`src/rtl/sorted_array_writer.sv`:
```
// Inserts one value per request into a single-port synchronous RAM, keeping
// entries 0..count-1 ascending via a top-down shift-up scan.
module sorted_array_writer #(
    parameter int data_width = 8,
    parameter int addr_width = 5
) (
    input  logic                  clk,
    input  logic                  reset,
    input  logic                  start,
    input  logic                  clear,
    input  logic [data_width-1:0] value,
    input  logic [data_width-1:0] mem_rdata,
    output logic [addr_width-1:0] mem_addr,
    output logic [data_width-1:0] mem_wdata,
    output logic                  mem_we,
    output logic                  busy,
    output logic                  done,
    output logic                  rejected,
    output logic [addr_width:0]   count
);

    localparam int DEPTH = 1 << addr_width;
    localparam logic [addr_width:0] FULL = (addr_width + 1)'(DEPTH);

    typedef enum logic [2:0] {
        S_IDLE,
        S_READ,
        S_CMP,
        S_PLACE,
        S_REJECT,
        S_DONE
    } state_t;

    state_t                state, state_nxt;
    logic [data_width-1:0] val;
    logic [addr_width:0]   idx, idx_nxt, idx_m1;
    logic                  we_c;
    logic                  accept;

    assign idx_m1 = idx - 1'b1;
    assign accept = (state == S_IDLE) && !clear && start;

    always_comb begin
        state_nxt = state;
        idx_nxt   = idx;
        we_c      = 1'b0;
        mem_addr  = '0;
        mem_wdata = '0;
        case (state)
            S_IDLE: begin
                if (accept) begin
                    idx_nxt = count;
                    if (count == FULL)
                        state_nxt = S_REJECT;
                    else if (count == '0)
                        state_nxt = S_PLACE;
                    else
                        state_nxt = S_READ;
                end
            end
            S_READ: begin
                mem_addr  = idx_m1[addr_width-1:0];
                state_nxt = S_CMP;
            end
            S_CMP: begin
                // Strict compare so a new value settles above its equals.
                if (mem_rdata > val) begin
                    we_c      = 1'b1;
                    mem_addr  = idx[addr_width-1:0];
                    mem_wdata = mem_rdata;
                    idx_nxt   = idx_m1;
                    state_nxt = (idx_m1 == '0) ? S_PLACE : S_READ;
                end else begin
                    state_nxt = S_PLACE;
                end
            end
            S_PLACE: begin
                we_c      = 1'b1;
                mem_addr  = idx[addr_width-1:0];
                mem_wdata = val;
                state_nxt = S_DONE;
            end
            S_REJECT: state_nxt = S_DONE;
            S_DONE:   state_nxt = S_IDLE;
            default:  state_nxt = S_IDLE;
        endcase
    end

    // Suppress the write on a reset edge so an aborted shift leaves no extra store.
    assign mem_we = we_c & reset;
    assign busy   = (state != S_IDLE);
    assign done   = (state == S_DONE);

    always_ff @(posedge clk) begin
        if (!reset) begin
            state    <= S_IDLE;
            idx      <= '0;
            count    <= '0;
            rejected <= 1'b0;
        end else begin
            state <= state_nxt;
            idx   <= idx_nxt;
            if (state == S_IDLE && clear)
                count <= '0;
            else if (state == S_PLACE)
                count <= count + 1'b1;
            if (state == S_REJECT)
                rejected <= 1'b1;
            else if (state == S_DONE)
                rejected <= 1'b0;
        end
    end

    always_ff @(posedge clk) begin
        if (accept)
            val <= value;
    end

endmodule

```
`config.mk`:
```
export PLATFORM = sky130hd
export DESIGN_NAME = sorted_array_writer
export DESIGN_NICKNAME = d
export VERILOG_FILES = /design/src/rtl/sorted_array_writer.sv
export SDC_FILE = /design/constraint.sdc
export NUM_CORES = 1
export LEC_CHECK = 0
export ABC_AREA = 0
export BUFFER_PORTS_ARGS = -buffer_cell sky130_fd_sc_hd__buf_2
export CORE_MARGIN = 2
export CORE_UTILIZATION = 35
export DETAILED_ROUTE_END_ITERATION = 16
export SLEW_MARGIN = 40
export SYNTH_ARGS = -nofsm -noshare
export SYNTH_HDL_FRONTEND = slang
export SYNTH_SLANG_ARGS = --single-unit
```
`constraint.sdc`:
```
create_clock -name clk -period 1.95 [get_ports clk]
set_clock_uncertainty 0.15 [all_clocks]
set_input_delay 0.2925 -clock clk [delete_from_list [all_inputs] [get_ports clk]]
set_output_delay 0.2925 -clock clk [all_outputs]
set_load 0.005 [all_outputs]
```
Yosys cells after proc, flatten, opt, wreduce, memory -nomap -nowiden
Cells that the tools add are included.
{"block": "totals", "memories": 0, "latch_bits": 0, "in_bits": 20, "output_inout_bits": 23, "ff_bits": 24, "elab_cells": 48, "mem_bits_rw": 0, "rom_bits": 0}
{"block": "classes", "muxes": 17, "n_eq_ne": 8, "magnitude_cmp": 1, "div_mod_pow": 0, "addsub": 2, "n_shift": 0, "bitwise": 2, "n_reduce_logical": 13, "mul": 0}
{"operator": "$pmux 8 s2", "count": 1}
{"operator": "$pmux 5 s3", "count": 1}
{"operator": "$logic_not 6->1", "count": 2}
{"operator": "$mux 6", "count": 2}
{"operator": "$pmux 3 s4", "count": 1}
{"operator": "$pmux 6 s2", "count": 1}
{"operator": "$gt 8x8->1", "count": 1}
{"operator": "$mux 8", "count": 1}
{"operator": "$add 6x1->6 const B", "count": 1}
{"operator": "$eq 3x2->1 const B", "count": 2}
{"operator": "$eq 3x3->1 const B", "count": 2}
{"operator": "$eq 6x6->1 const B", "count": 1}
{"operator": "$mux 2", "count": 3}
{"operator": "$mux 3", "count": 2}
{"operator": "$sub 6x1->6 const B", "count": 1}
{"operator": "$mux 5", "count": 1}
{"operator": "$ne 2x2->1 const B", "count": 2}
{"operator": "$reduce_bool 2->1", "count": 2}
{"operator": "$reduce_or 2->1", "count": 2}
{"operator": "$eq 3x1->1 const B", "count": 1}
{"operator": "$logic_and 1x1->1", "count": 3}
{"operator": "$logic_not 3->1", "count": 1}
{"operator": "$mux 1", "count": 3}
{"operator": "$reduce_and 3->1", "count": 1}
{"operator": "5 further kinds", "count": 5}

Depth between registers and ports, before layout
Gate-level depths: netlist of the first run.
{"block": "depth", "word_depth": 5, "depth_mapped": 9, "ltp_nobuf": 8}

Least setup slack after synthesis of the first run
OpenSTA, ideal clock, no wires.
{"block": "synth_timing", "kind": "reg2out", "from": "register val[1]", "to": "output port mem_wdata[0]", "stages_incl_launch_ff": 9, "arrival_time_ns": 1.659, "n_path_buf": 1, "required_ns": 1.507, "path_slack_ns": -0.152, "cell_sequence": "edfxtp_1 inv_1 ha_1 nor2b_1 o211ai_1 a211o_1 a21oi_2 buf_2 a22o_1"}
{"block": "synth_between", "elab_chain_len": 3}
{"element": "start, declared", "line_no": "35", "text": "logic [data_width-1:0] val;"}
{"element": "start signal, assigned", "line_no": "116", "text": "val <= value;"}
{"element": "$gt 8x8->1", "line_no": "67", "text": "if (mem_rdata > val) begin"}
{"element": "$mux 8", "line_no": "67"}
{"element": "$pmux 8 s2", "line_no": "49", "text": "case (state)"}
{"element": "end, declared", "line_no": "14", "text": "output logic [data_width-1:0] mem_wdata,"}
No other way between the ends.

Worst setup path after layout of the first run
{"block": "layout_timing", "from": "register val[1]", "to": "output port mem_addr[1]"}
{"block": "layout_between", "elab_chain_len": 3}
{"element": "$gt 8x8->1", "line_no": "67"}
{"element": "$mux 5", "line_no": "67"}
{"element": "$pmux 5 s3", "line_no": "49"}
{"element": "end, declared", "line_no": "13", "text": "output logic [addr_width-1:0] mem_addr,"}
No other way between the ends.

==> results of run 1 <==
[repair_timing]
item | 4_1_cts | 5_1_grt
pin swaps | 8 | 5
cloned | 0 | 0
buffers inserted | 2 | 0
gates resized for setup | 5 | 6
endpoints found under the setup margin | 21 | 21
[cells in the mapped netlist (all sizes together), types with 4 or more instances]
cell type / number
a21oi: 14
a22o: 6
a31oi: 6
buf: 4
clkbuf: 6
dfxtp: 16
edfxtp: 8
ha: 12
inv: 19
nand2: 16
nand3: 5
nand3b: 5
nand4: 5
nor2: 23
o21a: 5
o21ai: 6
xnor2: 4
[cell type report]
| cell class | instances | area (um2) |
|---|---|---|
| clock buffers | 4 | 45.0 |
| fillers | 437 | 2190 |
| inverters | 19 | 71.3 |
| multi-input cells | 142 | 990 |
| flip-flops and latches | 24 | 561 |
| well taps | 52 | 65.1 |
| repair buffers | 75 | 465 |
[worst register-to-register path, cell delays in order, from the launching register on]
cell      delay [ns]
edfxtp_1        0.39
inv_2           0.06
ha_4            0.26
nor2b_1         0.11
o211ai_1        0.09
a211o_1         0.32
a21oi_4         0.24
buf_6           0.14
or3b_1          0.34
a31oi_1         0.12
[per-stage QoR]
step / TNS (ns) / worst slack (ns) / utilization, % / instances / cell area [um2]
4_1_cts: -9.90 / -0.607 / 49.4 / 316 / 2170
2_1_floorplan: -0.557 / -0.0936 / - / 195 / 1610
5_1_grt: -11.99 / -0.721 / 50.1 / 316 / 2200
6_report: -9.33 / -0.601 / 50.1 / 316 / 2200
3_3_place_gp: -5.94 / -0.351 / 47.3 / 310 / 2070
3_5_place_dp: -6.15 / -0.356 / 47.3 / 310 / 2070
[worst max path at each step]
stage	startpoint	end	cells after the start
floorplan	val[1]$_DFFE_PP_	mem_wdata[0]	8
global placement	mem_rdata[1]	mem_wdata[4]	8
detailed placement	mem_rdata[7]	mem_wdata[4]	7
CTS	val[1]$_DFFE_PP_	mem_addr[2]	9
global route	val[7]$_DFFE_PP_	mem_we	8
finish	val[1]$_DFFE_PP_	mem_addr[1]	8
[power by group through the flow]
stage / logic [mW] / registers, mW / clock network [mW]
3_3_place_gp: 0.772 / 0.636 / 0
5_1_grt: 0.907 / 0.639 / 0.337
3_5_place_dp: 0.776 / 0.637 / 0
2_1_floorplan: 0.494 / 0.607 / 0
4_1_cts: 0.807 / 0.626 / 0.311
6_report: 0.823 / 0.630 / 0.305
[sequential cells by signal, summed over array words and instances, names as in the netlist]
| signal | cells |
|---|---|
| idx | 6 |
| val | 8 |
| count | 6 |
| state | 3 |
| rejected | 1 |
[cells by family after synthesis]
kind of cell | after synthesis | synth area share, %
AO/OA/AOI/OAI | 51 | 22.2
AND/OR/NAND/NOR | 72 | 22.5
XOR/XNOR | 7 | 3.84
adder cells (fa/ha/maj) | 12 | 9.40
flip-flops | 24 | 35.1
buffers and inverters | 29 | 7.05
[metal layers]
metal	wire [um]	global-route usage, %	share of wire [%]	up-vias
met2	1890	25.2	46	30
met4	42	5.45	1.0	0
met3	117	1.55	2.8	4
met5	0	0	0	-
li1	-	-	-	839
met1	2090	23.2	51	738
==> flow_metrics.py, run 1 <==
metrics = {
    "place": {
        "port_buffers": 42,
        "routabilityCongestion": 0.844,
        "post-dp-hpwl_mm": 3.18,
    },
    "power": {
        "leakagePower_nw": 0.995,
        "p_int_mw": 1.11,
        "p_clk_share_pct": 17.3,
        "combPwrFrac_pct": 46.8,
        "p_sw_share_pct": 36.7,
        "p_sw_mw": 0.645,
        "power_density_nw_per_um2": 800,
        "power.total_mw": 1.76,
        "seqPwrFrac_pct": 35.8,
        "vdd_drop_max_mv": 0.301,
    },
    "timing": {
        "fin_crit_sh_pct": 131,
        "rsz0062_at_grt": "yes",
        "fin_hold_ws_ns": 0.0471,
        "min_period_ns": 2.55,
        "max_freq_mhz": 392,
        "setup_viol": 21,
        "final_max_slew_viol_count": 0,
        "worst-slew-pin-transition_ns": 0.372,
        "hold_violations": 0,
        "setup_slack_ns": -0.601,
        "maxSlewHeadroom_pct": 75.2,
    },
    "setup_path": {
        "r2r-end": "idx[5]$_SDFFE_PN0P_",
        "r2r-start": "val[1]$_DFFE_PP_",
        "cpLargestDelayFamily": "compound AO/OA/AOI/OAI gates",
        "crit_slowest_cell": "edfxtp_1",
        "critical_path.max_fanout": 5,
        "r2r_slack_ns": -0.32,
        "path_class": "reg -> out",
        "path_cells": "inv_2 -> ha_4 -> nor2b_1 -> o211ai_1 -> a211o_1 -> nand3b_1 -> a32o_1 -> buf_2",
        "path_buf_inv": 2,
        "cp.required_ns": 1.51,
        "max_stage_delay_ns": 0.43,
        "crit_arrival_ns": 2.11,
        "worstSetupStartpointType": "register",
        "end_kind": "primary output",
        "reg2reg_depth": 9,
    },
    "yosys": {
        "netlist_area_um2": 1600,
        "ys_ff_latch": 24,
        "synth_top_area_share_pct": 20.0,
        "synth_area_per_cell_um2": 8.19,
        "synth_nets": 227,
        "synthCells": 195,
        "synth_cell_types": 44,
        "yosysTopAreaCell": "dfxtp_1",
        "synth-async-reset-ratio_pct": 0,
        "synth-seq-area-share_pct": 35.1,
        "yosys_warnings": 0,
        "synthTopCellsByArea": "dfxtp_1, edfxtp_1, ha_1",
        "synth_edf_count": 8,
        "synth_ff_type": "dfxtp_1",
    },
    "grt": {
        "antenna_found_initial": 0,
        "grt-ovfl-total": 0,
        "grt_first_pass_wirelength_mm": 6.60,
        "grt_max_degree": 19,
        "grt_usage_pct": 16.1,
        "first_global_vias": 1423,
    },
    "min_path": {
        "hp-start": "value[6]",
        "hold_depth": 1,
        "hold_class": "in -> reg",
        "hold_path_end": "val[6]$_DFFE_PP_",
    },
    "route": {
        "drt_iter0_drc": 45,
        "ant_nets": 0,
        "vias_per_cell": 5.10,
        "wirelength_mm": 4.14,
        "route.detailed.drc": 0,
        "wl_per_cell_um": 13.1,
        "vias": 1611,
        "dr.pass1.iters": 4,
    },
    "final_layout": {
        "final_cell_mix": "buf_2, buf_4, nor2_1",
        "fin_nets": 297,
        "drive_above_1_share_pct": 34.5,
        "n_antenna_cell": 0,
        "layout_commonest_cell": "buf_2",
        "area_delta_synth_final_pct": 37.5,
    },
    "floorplan": {
        "die_area_um2": 5120,
        "die_w_um": 71.6,
        "die_h_um": 71.6,
        "rows": 24,
        "core-area_um2": 4380,
        "initial_core_util_pct": 36.4,
        "io_pins": 43,
    },
    "run": {
        "cap_violations": 0,
    },
    "clock_tree": {
        "clock_sink_count": 24,
        "cts_buffers": 3,
        "hold_buffers": 0,
        "clockRootBuffer": "clkbuf_8",
        "cts_tree": "yes",
        "path_clk_slew_ns": 0.09,
        "htreeDepth": 1,
        "clk_path_buf_depth": 2,
        "clk_latency_ns": 0.26,
    },
    "status": {
        "violations": "negative setup slack",
        "status": "complete, but fails checks",
    },
}
Note: power is estimated with default switching activity, not from simulation.
==> run 2: changes to the inputs <==
--- a/config.mk
+++ b/config.mk
@@ -8,8 +8,10 @@
 export ABC_AREA = 0
 export BUFFER_PORTS_ARGS = -buffer_cell sky130_fd_sc_hd__buf_2
 export CORE_MARGIN = 2
-export CORE_UTILIZATION = 35
+export CORE_UTILIZATION = 47
 export DETAILED_ROUTE_END_ITERATION = 16
+export PLACE_DENSITY = 0.75
+export SETUP_SLACK_MARGIN = 0.05
 export SLEW_MARGIN = 40
 export SYNTH_ARGS = -nofsm -noshare
 export SYNTH_HDL_FRONTEND = slang
==> run 2 against run 1 <==
Against the previous run:
- the flow still finishes with violations (negative setup slack)
- count of clock-buffer cells in the layout unchanged
- cell area increased by 7.9%
- first-iteration DRC count increased by 150%
- global-route usage increased by 5.4 points
- clock power increased by 5%
- core utilization increased by 22 points
- combinational power increased by 7.7%
- setup slack got worse by 0.18 ns
- die area decreased by 24%
- via count increased by 7.4%
- sequential cell count unchanged
- critical path type unchanged
- largest cell class unchanged
==> flow_metrics.py, run 2 (same netlist as run 1, synthesis figures left out) <==
metrics = {
    "final_layout": {
        "largest_reg_flops": 8,
        "n_antenna_cell": 0,
        "drive_above_1_share_pct": 38.9,
        "stdcell_count": 316,
        "top_regs": "val: 8 flops, count: 6 flops, idx: 6 flops",
        "top_register": "val",
        "fin_area_um2": 2370,
        "final_cell_mix": "buf_2, buf_4, nor2_1",
        "fillerInstances": 261,
        "area_delta_synth_final_pct": 48.4,
        "fin_nets": 303,
        "layout_commonest_cell": "buf_2",
    },
    "setup_path": {
        "path_class": "reg -> out",
        "crit_start": "val[2]$_DFFE_PP_",
        "cp.required_ns": 1.51,
        "crit_arrival_ns": 2.29,
        "path_buf_inv": 3,
        "path_cells": "inv_1 -> ha_4 -> nand4_1 -> nor2_1 -> a211o_1 -> buf_6 -> a21oi_4 -> a22o_1 -> buf_2",
        "crit_slowest_cell": "edfxtp_1",
        "worstSetupStartpointType": "register",
        "cpLargestDelayFamily": "compound AO/OA/AOI/OAI gates",
        "r2r-start": "val[2]$_DFFE_PP_",
        "end_kind": "primary output",
        "critical_path.max_fanout": 6,
        "max_stage_delay_ns": 0.44,
    },
    "timing": {
        "final_max_slew_viol_count": 0,
        "rsz0062_at_grt": "yes",
        "setup_viol": 20,
        "worst-slew-pin-transition_ns": 0.341,
        "max_freq_mhz": 366,
        "maxSlewHeadroom_pct": 77.3,
        "setup_slack_ns": -0.784,
        "min_period_ns": 2.73,
        "hold_violations": 0,
        "fin_crit_sh_pct": 140,
    },
    "place": {
        "post-dp-hpwl_mm": 2.94,
        "dp_cells": 300,
        "placed_cell_area_um2": 2030,
        "routabilityCongestion": 0.873,
        "port_buffers": 42,
    },
    "clock_tree": {
        "path_clk_slew_ns": 0.15,
        "cts_buffers": 3,
        "clockRootBuffer": "clkbuf_4",
        "clk_latency_ns": 0.32,
        "htreeDepth": 1,
        "clock_sink_count": 24,
        "clk_path_buf_depth": 2,
        "cts_tree": "yes",
    },
    "floorplan": {
        "rows": 21,
        "initial_core_util_pct": 48.3,
        "die_w_um": 62.3,
        "core-area_um2": 3310,
        "die_h_um": 62.3,
        "die_area_um2": 3880,
        "io_pins": 43,
    },
    "grt": {
        "grt_first_pass_wirelength_mm": 6.82,
        "grt_usage_pct": 21.5,
        "antenna_found_initial": 0,
        "grt_max_degree": 19,
        "first_global_vias": 1507,
        "grt-ovfl-total": 0,
    },
    "route": {
        "route.detailed.drc": 0,
        "drt_iter0_drc": 111,
        "ant_nets": 0,
        "vias_per_cell": 5.47,
        "wl_per_cell_um": 14.6,
        "dr.pass1.iters": 4,
        "vias": 1730,
        "wirelength_mm": 4.62,
    },
    "min_path": {
        "hp-start": "reset",
        "hold_class": "in -> reg",
    },
    "status": {
        "violations": "negative setup slack",
        "status": "complete, but fails checks",
    },
    "run": {
        "cap_violations": 0,
    },
    "power": {
        "power_density_nw_per_um2": 772,
        "vdd_drop_max_mv": 0.469,
        "leakagePower_nw": 1.04,
    },
}
## run 2: cell count changes in the layout (fill, tap and decap cells not counted), sizes merged
cell and delta:
dlygate4sd3 +8, buf -2
## run 2: final timing paths
| path | to | slack (ns) | depth (start not counted) |
|---|---|---|---|
| max | mem_wdata[6] | -0.78 | 9 |
| min | idx[0]$_SDFFE_PN0P_ | 0.11 | 2 |
| max reg2reg | idx[5]$_SDFFE_PN0P_ | -0.56 | 10 |
| min reg2reg | rejected$_SDFFE_PN0P_ | 0.40 | 2 |
## run 2: what timing repair did
item / CTS / global route
hold buffers: 8 / 0
pin swaps: 1 / 25
setup buffers: 0 / 5
resized for setup: 1 / 32
hold endpoints to repair: 8 / 0
setup endpoints to repair: 21 / 22
## run 2: through the flow
step	setup slack, ns	power (mW)	TNS (ns)	util [%]	hold slack [ns]
2_1_floorplan	-0.0936	1.10	-0.560	-	0.241
3_3_place_gp	-0.353	1.37	-5.85	61.5	0.319
3_5_place_dp	-0.340	1.38	-6.07	61.5	0.321
4_1_cts	-0.679	1.71	-10.77	65.7	0.0969
5_1_grt	-0.913	1.96	-15.74	71.6	0.123
6_report	-0.784	1.83	-13.01	71.6	0.108
## run 2: cell type report
class                           count  area, um2  share of cell area [%]
Inverter                           19       73.8                    3.11
Timing Repair Buffer               81        542                    22.8
Sequential cell                    24        564                    23.8
Clock buffer                        4       47.5                    2.01
Multi-Input combinational cell    142       1090                    45.8
Tap cell                           46       57.6                    2.43
## run 2: where the power goes
group	internal, mW	leakage, nW	switching, mW	total, mW
combinational	0.412	0.804	0.473	0.886
sequential	0.573	0.205	0.0537	0.626
clock	0.157	0.0261	0.163	0.319
total	1.14	1.04	0.690	1.83
## run 2: worst register-to-register path, stage by stage (launching register included)
cell      delay (ns)
edfxtp_1        0.44
inv_1           0.11
ha_4            0.21
nand4_1         0.16
nor2_1          0.07
a211o_1         0.33
buf_6           0.15
a21oi_4         0.22
buf_6           0.14
or3b_1          0.34
a31oi_1         0.14
## run 2: layer usage
| metal | wire length [um] | global-route usage, % | vias up |
|---|---|---|---|
| met5 | 0 | 0 | - |
| met4 | 87 | 7.50 | 0 |
| met3 | 224 | 1.99 | 10 |
| met2 | 2350 | 36.4 | 65 |
| met1 | 1960 | 28.8 | 805 |
| li1 | - | - | 850 |
==> run 3: changes to the inputs <==
--- a/config.mk
+++ b/config.mk
@@ -6,11 +6,12 @@
 export NUM_CORES = 1
 export LEC_CHECK = 0
 export ABC_AREA = 0
-export BUFFER_PORTS_ARGS = -buffer_cell sky130_fd_sc_hd__buf_2
 export CORE_MARGIN = 2
-export CORE_UTILIZATION = 47
+export CORE_UTILIZATION = 50
 export DETAILED_ROUTE_END_ITERATION = 16
-export PLACE_DENSITY = 0.75
+export DONT_BUFFER_PORTS = 1
+export PLACE_DENSITY = 0.68
+export RECOVER_POWER = 50
 export SETUP_SLACK_MARGIN = 0.05
 export SLEW_MARGIN = 40
 export SYNTH_ARGS = -nofsm -noshare
==> run 3 against run 2 <==
Against the previous run:
- the run still ends with negative setup slack left
- power fell by 8.4%
- non-clock buffer count fell by 47
- global-route usage rose by 2.2 points
- first-iteration DRC count fell by 23%
- die area fell by 5.6%
- fmax rose by 9.1%
- worst hold slack got worse by 0.074 ns
- register-to-register slack improved by 0.27 ns
- core utilization fell by 3.5 points
- highest routed layer unchanged
==> flow_metrics.py, run 3 (same netlist as run 1, synthesis figures left out) <==
metrics = {
    "status": {
        "status": "complete, but fails checks",
        "violations": "negative setup slack",
    },
    "route": {
        "vias_per_cell": 5.66,
        "dr.pass1.iters": 4,
        "route.detailed.drc": 0,
        "drt_iter0_drc": 85,
        "wl_per_cell_um": 15.4,
        "wirelength_mm": 4.12,
        "vias": 1512,
        "ant_nets": 0,
    },
    "place": {
        "dp_cells": 248,
        "post-dp-hpwl_mm": 3.00,
        "port_buffers": 0,
        "routabilityCongestion": 0.829,
    },
    "run": {
        "cap_violations": 0,
    },
    "floorplan": {
        "die_h_um": 60.5,
        "io_pins": 43,
        "die_w_um": 60.5,
        "initial_core_util_pct": 52.3,
        "die_area_um2": 3660,
        "rows": 20,
        "core-area_um2": 3050,
    },
    "final_layout": {
        "stdcell_count": 267,
        "n_antenna_cell": 0,
        "layout_commonest_cell": "nor2_1",
        "fin_nets": 256,
        "area_delta_synth_final_pct": 30.2,
        "largest_reg_flops": 8,
        "fillerInstances": 265,
        "post-route-util_pct": 68.2,
        "top_regs": "val: 8 flops, count: 6 flops, idx: 6 flops",
        "drive_above_1_share_pct": 23.8,
        "final_cell_mix": "nor2_1, buf_4, inv_1, dfxtp_1, nand2_1",
        "top_register": "val",
    },
    "min_path": {
        "hold_depth": 3,
        "hold_class": "in -> reg",
        "hold_path_end": "idx[4]$_SDFFE_PN0P_",
        "hp-start": "reset",
    },
    "timing": {
        "hold_violations": 0,
        "fin_hold_ws_ns": 0.0345,
        "final_max_slew_viol_count": 0,
        "max_freq_mhz": 399,
        "maxSlewHeadroom_pct": 70.2,
        "rsz0062_at_grt": "yes",
        "setup_viol": 20,
        "setup_slack_ns": -0.556,
        "min_period_ns": 2.51,
        "worst-slew-pin-transition_ns": 0.443,
        "finalSetupTns_ns": -8.72,
        "fin_crit_sh_pct": 129,
    },
    "grt": {
        "grt_first_pass_wirelength_mm": 6.40,
        "antenna_found_initial": 0,
        "grt-ovfl-total": 0,
        "grt_max_degree": 18,
        "first_global_vias": 1382,
        "grt_usage_pct": 23.7,
    },
    "clock_tree": {
        "clockRootBuffer": "clkbuf_4",
        "path_clk_slew_ns": 0.14,
        "cts_buffers": 3,
        "cts_tree": "yes",
        "htreeDepth": 1,
        "clk_latency_ns": 0.33,
        "clock_sink_count": 24,
        "clk_path_buf_depth": 2,
    },
    "setup_path": {
        "reg2reg_depth": 10,
        "end_kind": "primary output",
        "crit_arrival_ns": 2.06,
        "r2r-start": "val[1]$_DFFE_PP_",
        "crit_start": "val[1]$_DFFE_PP_",
        "worstSetupStartpointType": "register",
        "path_class": "reg -> out",
        "r2r-end": "idx[1]$_SDFFE_PN0P_",
        "cp.required_ns": 1.51,
        "r2r_slack_ns": -0.29,
        "critical_path.max_fanout": 5,
    },
    "power": {
        "power.total_mw": 1.68,
        "vdd_drop_max_mv": 0.505,
        "power_density_nw_per_um2": 807,
        "leakagePower_nw": 0.805,
    },
}
run 3: layout make-up:
| type | instances | area (um2) | area share, % |
|---|---|---|---|
| tap | 44 | 55.1 | 2.65 |
| multi-input combinational | 142 | 1070 | 51.5 |
| inverter | 19 | 72.6 | 3.49 |
| clock buffer | 4 | 36.3 | 1.74 |
| timing repair buffer | 34 | 285 | 13.7 |
| sequential | 24 | 561 | 26.9 |
run 3: worst max-delay path by stage:
stage	cells after the start	to
2_1_floorplan	8	mem_wdata[0]
3_3_place_gp	8	mem_wdata[0]
3_5_place_dp	8	mem_wdata[5]
4_1_cts	8	mem_addr[2]
5_1_grt	8	mem_wdata[5]
6_report	8	mem_addr[2]
run 3: worst max-delay path, stage by stage, from the launching register on:
cell and delay (ns):
edfxtp_1 0.38, inv_2 0.05, ha_4 0.26, nor2b_1 0.12, o211ai_1 0.10, a211o_1 0.31, nand3b_1 0.22, nand3_1 0.13
a21oi_2 0.16
run 3: routing by layer:
metal	vias up	wire, um	part of all wire (%)	track usage (%)
met4	0	71	1.7	8.70
met5	-	0	0	0
li1	757	-	-	-
met2	44	1970	48	39.9
met1	704	1890	46	30.2
met3	7	193	4.7	4.69
run 3: power by group:
part,internal (mW),switching [mW],total [mW]
clock network,0.114,0.160,0.275
logic,0.343,0.431,0.774
registers,0.573,0.0566,0.630
total,1.03,0.648,1.68
run 3: through the flow:
| stage | worst slack, ns | cell area (um2) |
|---|---|---|
| finish | -0.556 | 2080 |
| global route | -0.681 | 2080 |
| CTS | -0.555 | 1980 |
| detailed placement | -0.205 | 1760 |
| global placement | -0.151 | 1760 |
| floorplan | -0.0936 | 1610 |
run 3: what timing repair did:
action / in CTS / in global routing
buffers inserted: 3 / 5
gates resized for setup: 17 / 11
setup endpoints to repair: 21 / 29
pin swaps: 22 / 5
hold endpoints to repair: 10 / 0
hold buffers: 9 / 0
